## config.mk

```make
export PLATFORM = sky130hd
export DESIGN_NAME = l1_line_responder_flat
export DESIGN_NICKNAME = d
export VERILOG_FILES = /design/src/rtl/l1_line_responder_if.sv /design/src/rtl/l1_line_responder.sv /design/src/flat_wrapper.sv
export SDC_FILE = /design/constraint.sdc
export NUM_CORES = 1
export LEC_CHECK = 0
export ABC_AREA = 0
export BUFFER_PORTS_ARGS = -buffer_cell sky130_fd_sc_hd__buf_2
export CORE_AREA = 2 2 277 279
export CTS_BUF_LIST = sky130_fd_sc_hd__clkbuf_4 sky130_fd_sc_hd__clkbuf_8
export DETAILED_ROUTE_END_ITERATION = 8
export DIE_AREA = 0 0 279 281
export PLACE_DENSITY = 0.54
export SLEW_MARGIN = 10
export SYNTH_ARGS = -nofsm -noshare
export SYNTH_HDL_FRONTEND = slang
export SYNTH_SLANG_ARGS = --single-unit
```

## constraint.sdc

```tcl
create_clock -name clk -period 20.3 [get_ports clk]
set_input_delay 2.03 -clock clk [delete_from_list [all_inputs] [get_ports clk]]
set_output_delay 2.03 -clock clk [all_outputs]
set_load 0.005 [all_outputs]
```

## src/rtl/l1_line_responder_if.sv

```systemverilog
// Bundles the L1 line request/response and the physical-memory burst signals.
// The master modport is the environment (L1 controller plus memory); slave is the responder.
interface l1_line_responder_if #(
    parameter int unsigned LINE_BITS = 256,
    parameter int unsigned BEAT_BITS = 64
);
    logic [31:0]          line_addr;
    logic                 line_read;
    logic                 line_write;
    logic [LINE_BITS-1:0] line_wdata;
    logic [LINE_BITS-1:0] line_rdata;
    logic                 line_resp;

    logic [31:0]          burst_addr;
    logic                 burst_read;
    logic                 burst_write;
    logic [BEAT_BITS-1:0] burst_wdata;
    logic [BEAT_BITS-1:0] burst_rdata;
    logic                 burst_resp;

    modport master (
        output line_addr, line_read, line_write, line_wdata, burst_rdata, burst_resp,
        input  line_rdata, line_resp, burst_addr, burst_read, burst_write, burst_wdata
    );

    modport slave (
        input  line_addr, line_read, line_write, line_wdata, burst_rdata, burst_resp,
        output line_rdata, line_resp, burst_addr, burst_read, burst_write, burst_wdata
    );
endinterface

```

## src/rtl/l1_line_responder.sv

```systemverilog
// Converts one whole-line L1 fill or writeback into a fixed-length beat burst
// on the physical-memory port, then pulses line_resp for one cycle.
module l1_line_responder #(
    parameter int unsigned LINE_BITS = 256,
    parameter int unsigned BEAT_BITS = 64
) (
    input logic              clk,
    input logic              rst,
    l1_line_responder_if.slave bus
);
    localparam int unsigned BEATS    = LINE_BITS / BEAT_BITS;
    localparam int unsigned KW       = $clog2(BEATS);
    localparam int unsigned OFF_BITS = $clog2(LINE_BITS / 8);
    localparam logic [31:0] ADDR_MASK = ~((32'd1 << OFF_BITS) - 32'd1);
    localparam logic [KW-1:0] LAST_BEAT = KW'(BEATS - 1);

    typedef enum logic [1:0] {
        IDLE,
        RD_BURST,
        WR_BURST,
        RESP
    } state_t;

    state_t state;
    state_t state_nxt;

    logic [KW-1:0]                        beat;
    logic [31:0]                          addr_q;
    logic [BEATS-1:0][BEAT_BITS-1:0]      wline_q;
    logic [BEATS-1:0][BEAT_BITS-1:0]      rline_q;
    logic                                 last_beat;

    assign last_beat = bus.burst_resp && (beat == LAST_BEAT);

    // State register
    always_ff @(posedge clk or posedge rst) begin
        if (rst) begin
            state <= IDLE;
        end else begin
            state <= state_nxt;
        end
    end

    // Next-state logic; write wins over read so a dirty victim leaves before its fill
    always_comb begin
        state_nxt = state;
        case (state)
            IDLE: begin
                if (bus.line_write) begin
                    state_nxt = WR_BURST;
                end else if (bus.line_read) begin
                    state_nxt = RD_BURST;
                end
            end
            RD_BURST: begin
                if (last_beat) begin
                    state_nxt = RESP;
                end
            end
            WR_BURST: begin
                if (last_beat) begin
                    state_nxt = RESP;
                end
            end
            RESP: begin
                state_nxt = IDLE;
            end
            default: begin
                state_nxt = IDLE;
            end
        endcase
    end

    // Moore outputs decoded from state
    always_comb begin
        bus.burst_read  = 1'b0;
        bus.burst_write = 1'b0;
        bus.line_resp   = 1'b0;
        bus.burst_wdata = '0;
        case (state)
            RD_BURST: bus.burst_read = 1'b1;
            WR_BURST: begin
                bus.burst_write = 1'b1;
                bus.burst_wdata = wline_q[beat];
            end
            RESP:     bus.line_resp = 1'b1;
            default: begin
            end
        endcase
    end

    // Datapath: address/line capture at acceptance, beat counter, fill assembly
    always_ff @(posedge clk or posedge rst) begin
        if (rst) begin
            beat    <= '0;
            addr_q  <= '0;
            wline_q <= '0;
            rline_q <= '0;
        end else begin
            case (state)
                IDLE: begin
                    if (bus.line_write) begin
                        addr_q  <= bus.line_addr & ADDR_MASK;
                        wline_q <= bus.line_wdata;
                    end else if (bus.line_read) begin
                        addr_q <= bus.line_addr & ADDR_MASK;
                    end
                end
                RD_BURST: begin
                    if (bus.burst_resp) begin
                        rline_q[beat] <= bus.burst_rdata;
                        beat          <= beat + 1'b1;
                    end
                end
                WR_BURST: begin
                    if (bus.burst_resp) begin
                        beat <= beat + 1'b1;
                    end
                end
                default: begin
                end
            endcase
        end
    end

    assign bus.burst_addr = addr_q;
    assign bus.line_rdata = rline_q;
endmodule

```

## src/flat_wrapper.sv

```systemverilog
// flat-port wrapper written by rule: the top's interface ports become plain ports
module l1_line_responder_flat 
#(
    parameter int unsigned LINE_BITS = 256,
    parameter int unsigned BEAT_BITS = 64
)
  (clk, rst, bus_line_addr, bus_line_read, bus_line_write, bus_line_wdata, bus_burst_rdata, bus_burst_resp, bus_line_rdata, bus_line_resp, bus_burst_addr, bus_burst_read, bus_burst_write, bus_burst_wdata);
  l1_line_responder_if #(.LINE_BITS(LINE_BITS), .BEAT_BITS(BEAT_BITS)) bus_i ();
  input logic clk;
  input logic rst;
  input wire logic [$bits(bus_i.line_addr)-1:0] bus_line_addr;
  input wire logic [$bits(bus_i.line_read)-1:0] bus_line_read;
  input wire logic [$bits(bus_i.line_write)-1:0] bus_line_write;
  input wire logic [$bits(bus_i.line_wdata)-1:0] bus_line_wdata;
  input wire logic [$bits(bus_i.burst_rdata)-1:0] bus_burst_rdata;
  input wire logic [$bits(bus_i.burst_resp)-1:0] bus_burst_resp;
  output wire logic [$bits(bus_i.line_rdata)-1:0] bus_line_rdata;
  output wire logic [$bits(bus_i.line_resp)-1:0] bus_line_resp;
  output wire logic [$bits(bus_i.burst_addr)-1:0] bus_burst_addr;
  output wire logic [$bits(bus_i.burst_read)-1:0] bus_burst_read;
  output wire logic [$bits(bus_i.burst_write)-1:0] bus_burst_write;
  output wire logic [$bits(bus_i.burst_wdata)-1:0] bus_burst_wdata;
  assign bus_i.line_addr = bus_line_addr;
  assign bus_i.line_read = bus_line_read;
  assign bus_i.line_write = bus_line_write;
  assign bus_i.line_wdata = bus_line_wdata;
  assign bus_i.burst_rdata = bus_burst_rdata;
  assign bus_i.burst_resp = bus_burst_resp;
  assign bus_line_rdata = bus_i.line_rdata;
  assign bus_line_resp = bus_i.line_resp;
  assign bus_burst_addr = bus_i.burst_addr;
  assign bus_burst_read = bus_i.burst_read;
  assign bus_burst_write = bus_i.burst_write;
  assign bus_burst_wdata = bus_i.burst_wdata;
  l1_line_responder #(.LINE_BITS(LINE_BITS), .BEAT_BITS(BEAT_BITS)) u_core (.clk(clk), .rst(rst), .bus(bus_i));
endmodule
```

## Word-level counts from Yosys, hierarchy flattened

Index checks and enable logic that the tools add are counted.

| word-level totals | value |
|---|---|
| flip-flop bits (word level) | 548 |
| latch bits | 0 |
| RAM bits | 0 |
| memory bits (read-only) | 0 |
| bits of input ports | 357 |
| output and inout port bits | 355 |
| word-level logic and storage cells | 45 |
| memories | 0 |

| operators by class | value |
|---|---|
| add/subtract/negate cells | 1 |
| multiply operators | 0 |
| divide/modulo/power cells | 0 |
| $lt $le $gt $ge | 2 |
| equality and inequality tests | 6 |
| shifts and indexed selects | 0 |
| muxes and demuxes | 15 |
| bitwise gates (word level) | 0 |
| reduce and logical (&&, ||, !) cells | 10 |

Operators with widths:

| operator | count |
|---|---|
| bitwise mux 256 bit | 1 |
| two-way mux 64 bit | 3 |
| binary-select mux 64 bit (select 2 bit) | 1 |
| demux 64 bit (select 2 bit) | 1 |
| two-way mux 32 bit | 2 |
| AND reduction 2 bit | 5 |
| == test 2 bit, second input constant | 3 |
| two-way mux 2 bit | 3 |
| one-hot mux 2 bit (3 select lines) | 1 |
| < comparator 2 x 3 -> 1 bit, second input constant | 1 |
| two-way mux 1 bit | 3 |
| != test 3 bit, second input constant | 1 |
| adder 2 x 1 -> 2 bit, second input constant | 1 |
| == test 2 x 1 -> 1 bit, second input constant | 1 |
| >= comparator 2 x 1 -> 1 bit, second input constant | 1 |
| logical AND 1 bit | 2 |
| logical NOT 2 bit | 1 |
| != test 2 x 1 -> 1 bit, second input constant | 1 |
| nonzero test 2 bit | 1 |
| OR reduction 2 bit | 1 |

## Logic depth before layout (Yosys ltp)

Gate-level depths: netlist of run 1.

| logic depth | value |
|---|---|
| word-level depth | 5 |
| mapped depth | 7 |
| gate-level depth less buffers | 5 |

## Least setup slack after synthesis of run 1

Ideal clock, no wire load.

| path | value |
|---|---|
| kind | register to output |
| start | register u_core.beat[0] |
| end | output bus_burst_wdata[25] |
| arrival time | 1.403 ns |
| data required time | 18.270 ns |
| path slack | 16.867 ns |
| stages on the path, launching flop included | 5 |
| buffers on the path | 2 |
| cells stage by stage | dfrtp_1 buf_6 buf_6 mux4_2 and2_1 |

| on the way | value |
|---|---|
| word-level cells in the longest chain between the ends | 3 |

RTL lines:

| element | RTL line | text |
|---|---|---|
| start, declared | l1_line_responder.sv:27 | `logic [KW-1:0] beat;` |
| start signal, assigned | l1_line_responder.sv:112 | `beat <= beat + 1'b1;` |
| start signal, assigned | l1_line_responder.sv:117 | `beat <= beat + 1'b1;` |
| binary-select mux 64 bit (select 2 bit) | l1_line_responder.sv:84 | `bus.burst_wdata = wline_q[beat];` |
| two-way mux 64 bit (implied by the code) | l1_line_responder.sv:84 |  |
| two-way mux 64 bit | l1_line_responder.sv:80 | `case (state)` |
| end, declared | flat_wrapper.sv:22 | `output wire logic [$bits(bus_i.burst_wdata)-1:0] bus_burst_wdata;` |

Every way passes these cells. The select of a mux whose other input is x is not followed.

## Worst setup path after layout of run 1

| path | value |
|---|---|
| start | register u_core.beat[0] |
| end | output bus_burst_wdata[19] |

The elaborated chain is that of the path after synthesis.

==> results.ini, run 1 <==
[clocking]
root_buffer = clkbuf_8
cts_hold_buffers = 0
path_clk_slew_ns = 0.05
postCtsSetupBuffers = 0
post_cts_resized = 0
cts_tree = done
cts_made_buffers = 99
clock_latency_ns = 0.70
numClockSinks = 543
htree_levels = 3
ctsLongestPathBuffers = 3

[timing]
finalWorstSetupSlack_ns = 14.98
timing.final.hold_violations = 0
skew_ns = 0.0635
finalSetupViolCount = 0
tns_ns = 0
maxSlewHeadroom_pct = 24.7
tightest_slew_ns = 1.13
grt_setup_unrepaired = false
slew_violations = 0
fin_crit_sh_pct = 26.2
min_period_ns = 5.32
fmax_mhz = 188

[die]
io_pins = 712
die_y_um = 281
die_w_um = 279
rows = 101
start_util_pct = 29.4
core_area_um2 = 75400
dieArea_um2 = 78400

[critical_path]
cp.required_ns = 18.27
critPathCaptureType = output port
critPathLaunchType = flop
arrival_ns = 3.29
cp_max_fo = 39
crit_type = flop to output port

[finish]
syn2layout_area_growth_pct = 30.3
final_net_count = 2430
layoutNonFillerInstCount = 3138
final_area_um2 = 28900
final_layout_size_suffix_gt1_share_pct = 70.5

[global_route]
grt_pass1_wl_um = 96700
grt_start_max_net_pins = 108
antenna_found_initial = 28
grt.total_usage_pct = 16.2
grt_pass1_vias = 15800
grt-ovfl-total = 0

[drt]
viasPerCell = 4.52
num_vias = 14200
drtPass1Iterations = 4
route.detailed.drc = 0
drt-wirelength-per-cell_um = 20.7
ant_nets = 0
first_iter_violations = 423
wirelength_um = 65000

[synthesis]
synth_common_cells = dfrtp_1 (543), mux2_2 (540), and2_1 (64), mux4_2 (64), buf_2 (60)
yosysTopAreaCellShare_pct = 61.2
postSynthCellCount = 1323
synth_ff_type = dfrtp_1
netlist_area_um2 = 22200
ys_types = 20
avgSynthCellArea_um2 = 16.8
yosys_warnings = 0
synth_area_leader_cell = dfrtp_1
ys_seq_area_share_pct = 61.2
synth.area.top_cells = dfrtp_1 (61%), mux2_2 (27%), mux4_2 (6.5%)
synth-seq-cells = 543
synth_edf_count = 0
async_reset_ff_share_pct = 100
synth_most_common_cell = dfrtp_1

[min_path]
hold_class = flop to flop

[power]
power_mw = 4.69
p_per_area_nw_per_um2 = 162
vdd_drop_max_uv = 66.8
cellLeakagePower_nw = 13.9

[placed_design]
gp_congestion = 0.785
post-place-ws_ns = 15.11
dpl-instance-area_um2 = 26700
io_buffers = 701
dp.cells = 2941
dp.final_hpwl_um = 46700

[job]
cap_viol_max_count = 0

[run_status]
status = complete, no violations

area by class of cell:
cell class	instances	area [um^2]
flip-flops and latches	543	13600
repair buffers	717	3630
fillers	7298	46500
well taps	978	1220
inverters	5	26.3
diodes	17	42.5
clock buffers	158	1940
clock inverters	22	243
multi-input cells	698	8230
power breakdown:
group | internal, mW | switching, mW
registers | 1.63 | 0.299
logic | 0.986 | 0.653
clock network | 0.647 | 0.471
per-layer routing:
| layer | track usage, % | wire [um] |
|---|---|---|
| met1 | 17.9 | 24500 |
| met4 | 7.14 | 2290 |
| met2 | 28.6 | 33500 |
| met5 | 0 | 130 |
| met3 | 5.18 | 4590 |
cells by family after synthesis:
family                   count (synthesis)  synth area share (%)
XOR/XNOR                                 1                0.0394
adder cells (fa/ha/maj)                  9                 0.507
flip-flops                             543                  61.2
other                                    1                0.0169
buffers and inverters                   86                  2.08
multiplexers                           607                  34.0
AND/OR/NAND/NOR                         73                  2.07
AO/OA/AOI/OAI                            3                0.0958
worst max-delay path, cell delays in order, from the launching register on:
cell and delay [ns]:
dfrtp_4 0.88, buf_4 0.81, mux4_2 0.61, and2_1 0.18
buf_2 0.12
cells in the final DEF, fill, tap and decap left out, drive strengths merged:
cell type,netlist,final
diode,0,17
buf,75,717
mux2,540,540
mux4,64,64
inv,5,10
ha,9,9
mux2i,3,3
nor2,1,1
clkbuf,6,158
dfrtp,543,543
bufinv,0,3
a22oi,1,1
nand2,4,4
o21ai,2,2
and2,64,64
clkinvlp,0,4
xnor2,1,1
clkinv,0,10
nand3,4,4
conb,1,5
path summary, 6_finish.rpt:
kind,endpoint,start,cells after the start,slack [ns]
max,bus_burst_wdata[19],u_core.beat[0],4,14.98
min,u_core.bus.line_rdata[71],u_core.bus.line_rdata[71],1,0.50
max reg2reg,u_core.bus.line_rdata[237],u_core.beat[0],5,16.76
min reg2reg,u_core.bus.line_rdata[71],u_core.bus.line_rdata[71],1,0.50
max in group asynchronous,u_core.wline_q[144],rst,5,16.01
min in group asynchronous,u_core.bus.burst_addr[5],rst,2,1.45
sequential cells by signal, indices dropped and copies added (netlist names):
name	cells
u_core.state	2
u_core.wline_q	256
u_core.bus.burst_addr	27
u_core.beat	2
u_core.bus.line_rdata	256
metrics by stage:
step / hold slack [ns] / util, %
2_1_floorplan: 0.474 / -
3_3_place_gp: 0.481 / 35.4
3_5_place_dp: 0.487 / 35.4
4_1_cts: 0.499 / 38.3
5_1_grt: 0.507 / 38.3
6_report: 0.496 / 38.3
(Power assumes the default switching activity.)
==> inputs of run 2 (changes only) <==
--- a/config.mk
+++ b/config.mk
@@ -11,7 +11,7 @@
 export CTS_BUF_LIST = sky130_fd_sc_hd__clkbuf_4 sky130_fd_sc_hd__clkbuf_8
 export DETAILED_ROUTE_END_ITERATION = 8
 export DIE_AREA = 0 0 279 281
-export PLACE_DENSITY = 0.54
+export PLACE_DENSITY = 0.56
 export SLEW_MARGIN = 10
 export SYNTH_ARGS = -nofsm -noshare
 export SYNTH_HDL_FRONTEND = slang
==> constraint.sdc (replaced) <==
create_clock -name clk -period 4.4 [get_ports clk]
set_input_delay 0.44 -clock clk [delete_from_list [all_inputs] [get_ports clk]]
set_output_delay 0.44 -clock clk [all_outputs]
set_load 0.005 [all_outputs]
==> run 2 against run 1 <==
  * Global-route usage increased by 0.75 points
  * Cell area rose by 11%
  * Wire length up 4.3%
  * Highest routed layer unchanged
==> results.ini, run 2 (synthesized netlist as in run 1, its figures left out) <==
[die]
core_area_um2 = 75400  ; unchanged
die_y_um = 281  ; unchanged
die_w_um = 279  ; unchanged
rows = 101  ; unchanged
io_pins = 712  ; unchanged
dieArea_um2 = 78400  ; unchanged
start_util_pct = 29.4  ; unchanged

[clocking]
htree_levels = 3  ; unchanged
cts_tree = done
cts_made_buffers = 95  ; -4.0%
numClockSinks = 543  ; unchanged
root_buffer = clkbuf_8
path_clk_slew_ns = 0.06  ; about the same
ctsLongestPathBuffers = 3  ; unchanged
clock_latency_ns = 0.68  ; -0.02 ns
postCtsSetupBuffers = 0  ; unchanged

[timing]
fmax_mhz = 294
tightest_slew_ns = 1.12  ; -0.00530 ns
grt_setup_unrepaired = false
timing.final.hold_violations = 0  ; unchanged
min_period_ns = 3.40
timing.hold.ws_ns = 0.0772  ; -0.419 ns
finalSetupViolCount = 0  ; unchanged
maxSlewHeadroom_pct = 24.8  ; +0.070 points
slew_violations = 0  ; unchanged
skew_ns = 0.0315  ; -0.0321 ns
fin_crit_sh_pct = 77.3

[critical_path]
slowest_delay_ns = 0.81  ; -0.07 ns
crit_type = flop to output port
critPathCaptureType = output port
arrival_ns = 2.96  ; -0.33 ns
cp_slowest_cell = dfrtp_4
critPathLaunchType = flop
cp_cell_sequence = buf_4, mux4_2, and2_1, buf_2
reg2reg_depth = 5  ; unchanged
cp_max_fo = 37  ; -5.1%
cp.required_ns = 3.96  ; -14.31 ns

[finish]
final_area_um2 = 32200  ; +11%
final_common_cell = buf_2
final_cell_mix = buf_2 (701), dfrtp_1 (541), mux2_2 (540), dlygate4sd3_1 (328), clkbuf_8 (116)
final_layout_size_suffix_gt1_share_pct = 61.0  ; -9.5 points
syn2layout_area_growth_pct = 44.8
layoutNonFillerInstCount = 3446  ; +9.8%
final_net_count = 2762  ; +14%

[global_route]
grt_start_max_net_pins = 134  ; +24%
grt-ovfl-total = 0  ; unchanged
grt.total_usage_pct = 17.0  ; +0.75 points
grt_pass1_wl_um = 102000  ; +5.9%
grt_pass1_vias = 17300  ; +10%
antenna_found_initial = 9  ; -68%

[drt]
wirelength_um = 67700  ; +4.3%
drt-wirelength-per-cell_um = 19.7  ; -5.0%
drtPass1Iterations = 4  ; unchanged
ant_nets = 0  ; unchanged
first_iter_violations = 478  ; +13%
route.detailed.drc = 0  ; unchanged
num_vias = 15400  ; +8.7%
viasPerCell = 4.48  ; -0.97%

[power]
p_clk_share_pct = 22.3  ; -1.6 points
p_sw_share_pct = 30.7  ; +0.36 points
power_frac_seq_pct = 40.7  ; -0.5 points
p_sw_mw = 6.67  ; +370%
cellLeakagePower_nw = 15.2  ; +9.7%
p_per_area_nw_per_um2 = 675  ; +320%
power_mw = 21.7  ; +360%
combPwrFrac_pct = 37.0  ; +2.0 points
vdd_drop_max_uv = 391  ; +490%
internal-power_mw = 15.0  ; +360%

[placed_design]
dp.cells = 2949  ; +0.27%
io_buffers = 701  ; unchanged
gp_congestion = 0.806  ; +2.8%
dp.final_hpwl_um = 46100  ; -1.3%
dpl-instance-area_um2 = 26900  ; +0.64%

[min_path]
holdPathStages = 2  ; +1
hold_class = input pin to flop

[run_status]
status = complete, no violations

[job]
cap_viol_max_count = 0  ; unchanged

[run 2: path summary, 6_finish.rpt]
| path | startpoint | endpoint | slack, ns |
|---|---|---|---|
| worst max-delay path | u_core.beat[1] | bus_burst_wdata[42] | 1.0 |
| worst min register to register | u_core.bus.line_rdata[120] | u_core.bus.line_rdata[120] | 0.50 |
| min in group asynchronous | rst | u_core.bus.line_rdata[202] | 0.37 |
| max in group asynchronous | rst | u_core.wline_q[135] | 2.81 |
| worst min-delay path | bus_line_wdata[109] | u_core.wline_q[109] | 0.08 |
| worst max register to register | u_core.beat[1] | u_core.bus.line_rdata[80] | 1.65 |
[run 2: layout make-up]
type | instances | area [um^2]
fillers | 6914 | 43300
flip-flops and latches | 543 | 13600
multi-input cells | 698 | 8220
repair buffers | 1053 | 7100
clock buffers | 151 | 1860
well taps | 978 | 1220
clock inverters | 11 | 118
inverters | 5 | 22.5
diodes | 7 | 17.5
[run 2: routing by layer]
layer	vias to the layer above	global-route usage (%)	share of wire, %
met5	-	0	0.044
met4	4	7.11	3.5
met3	144	4.34	5.8
met2	497	30.4	52
met1	7848	19.2	38
li1	6937	-	-
[run 2: timing repair]
item / 4_1_cts / 5_1_grt
endpoints found under the hold margin: 466 / 0
hold buffers: 328 / 0
resized for setup: 0 / 0
[run 2: per-stage QoR]
stage               TNS (ns)  util [%]  worst slack, ns
floorplan           -1860.28         -            -3.43
global placement           0      35.6             1.59
detailed placement         0      35.6             1.53
CTS                        0      42.6            0.883
global route               0      42.6            0.855
finish                     0      42.6            0.997
[run 2: critical path: cells and delay by family (launching register included)]
kind | cells | cell delay [ns]
muxes | 1 | 0.39
and+or+nand+nor | 1 | 0.21
DFF | 1 | 0.81
buffers and inverters | 2 | 0.81
[run 2: power by group through the flow]
stage / Combinational (mW) / Sequential, mW / Clock, mW
after detailed placement: 7.93 / 8.89 / 0
after CTS: 8.20 / 8.82 / 4.99
after global placement: 7.74 / 8.74 / 0
after global routing: 8.70 / 9.15 / 5.25
final: 8.04 / 8.84 / 4.83
after floorplan: 4.81 / 8.68 / 0
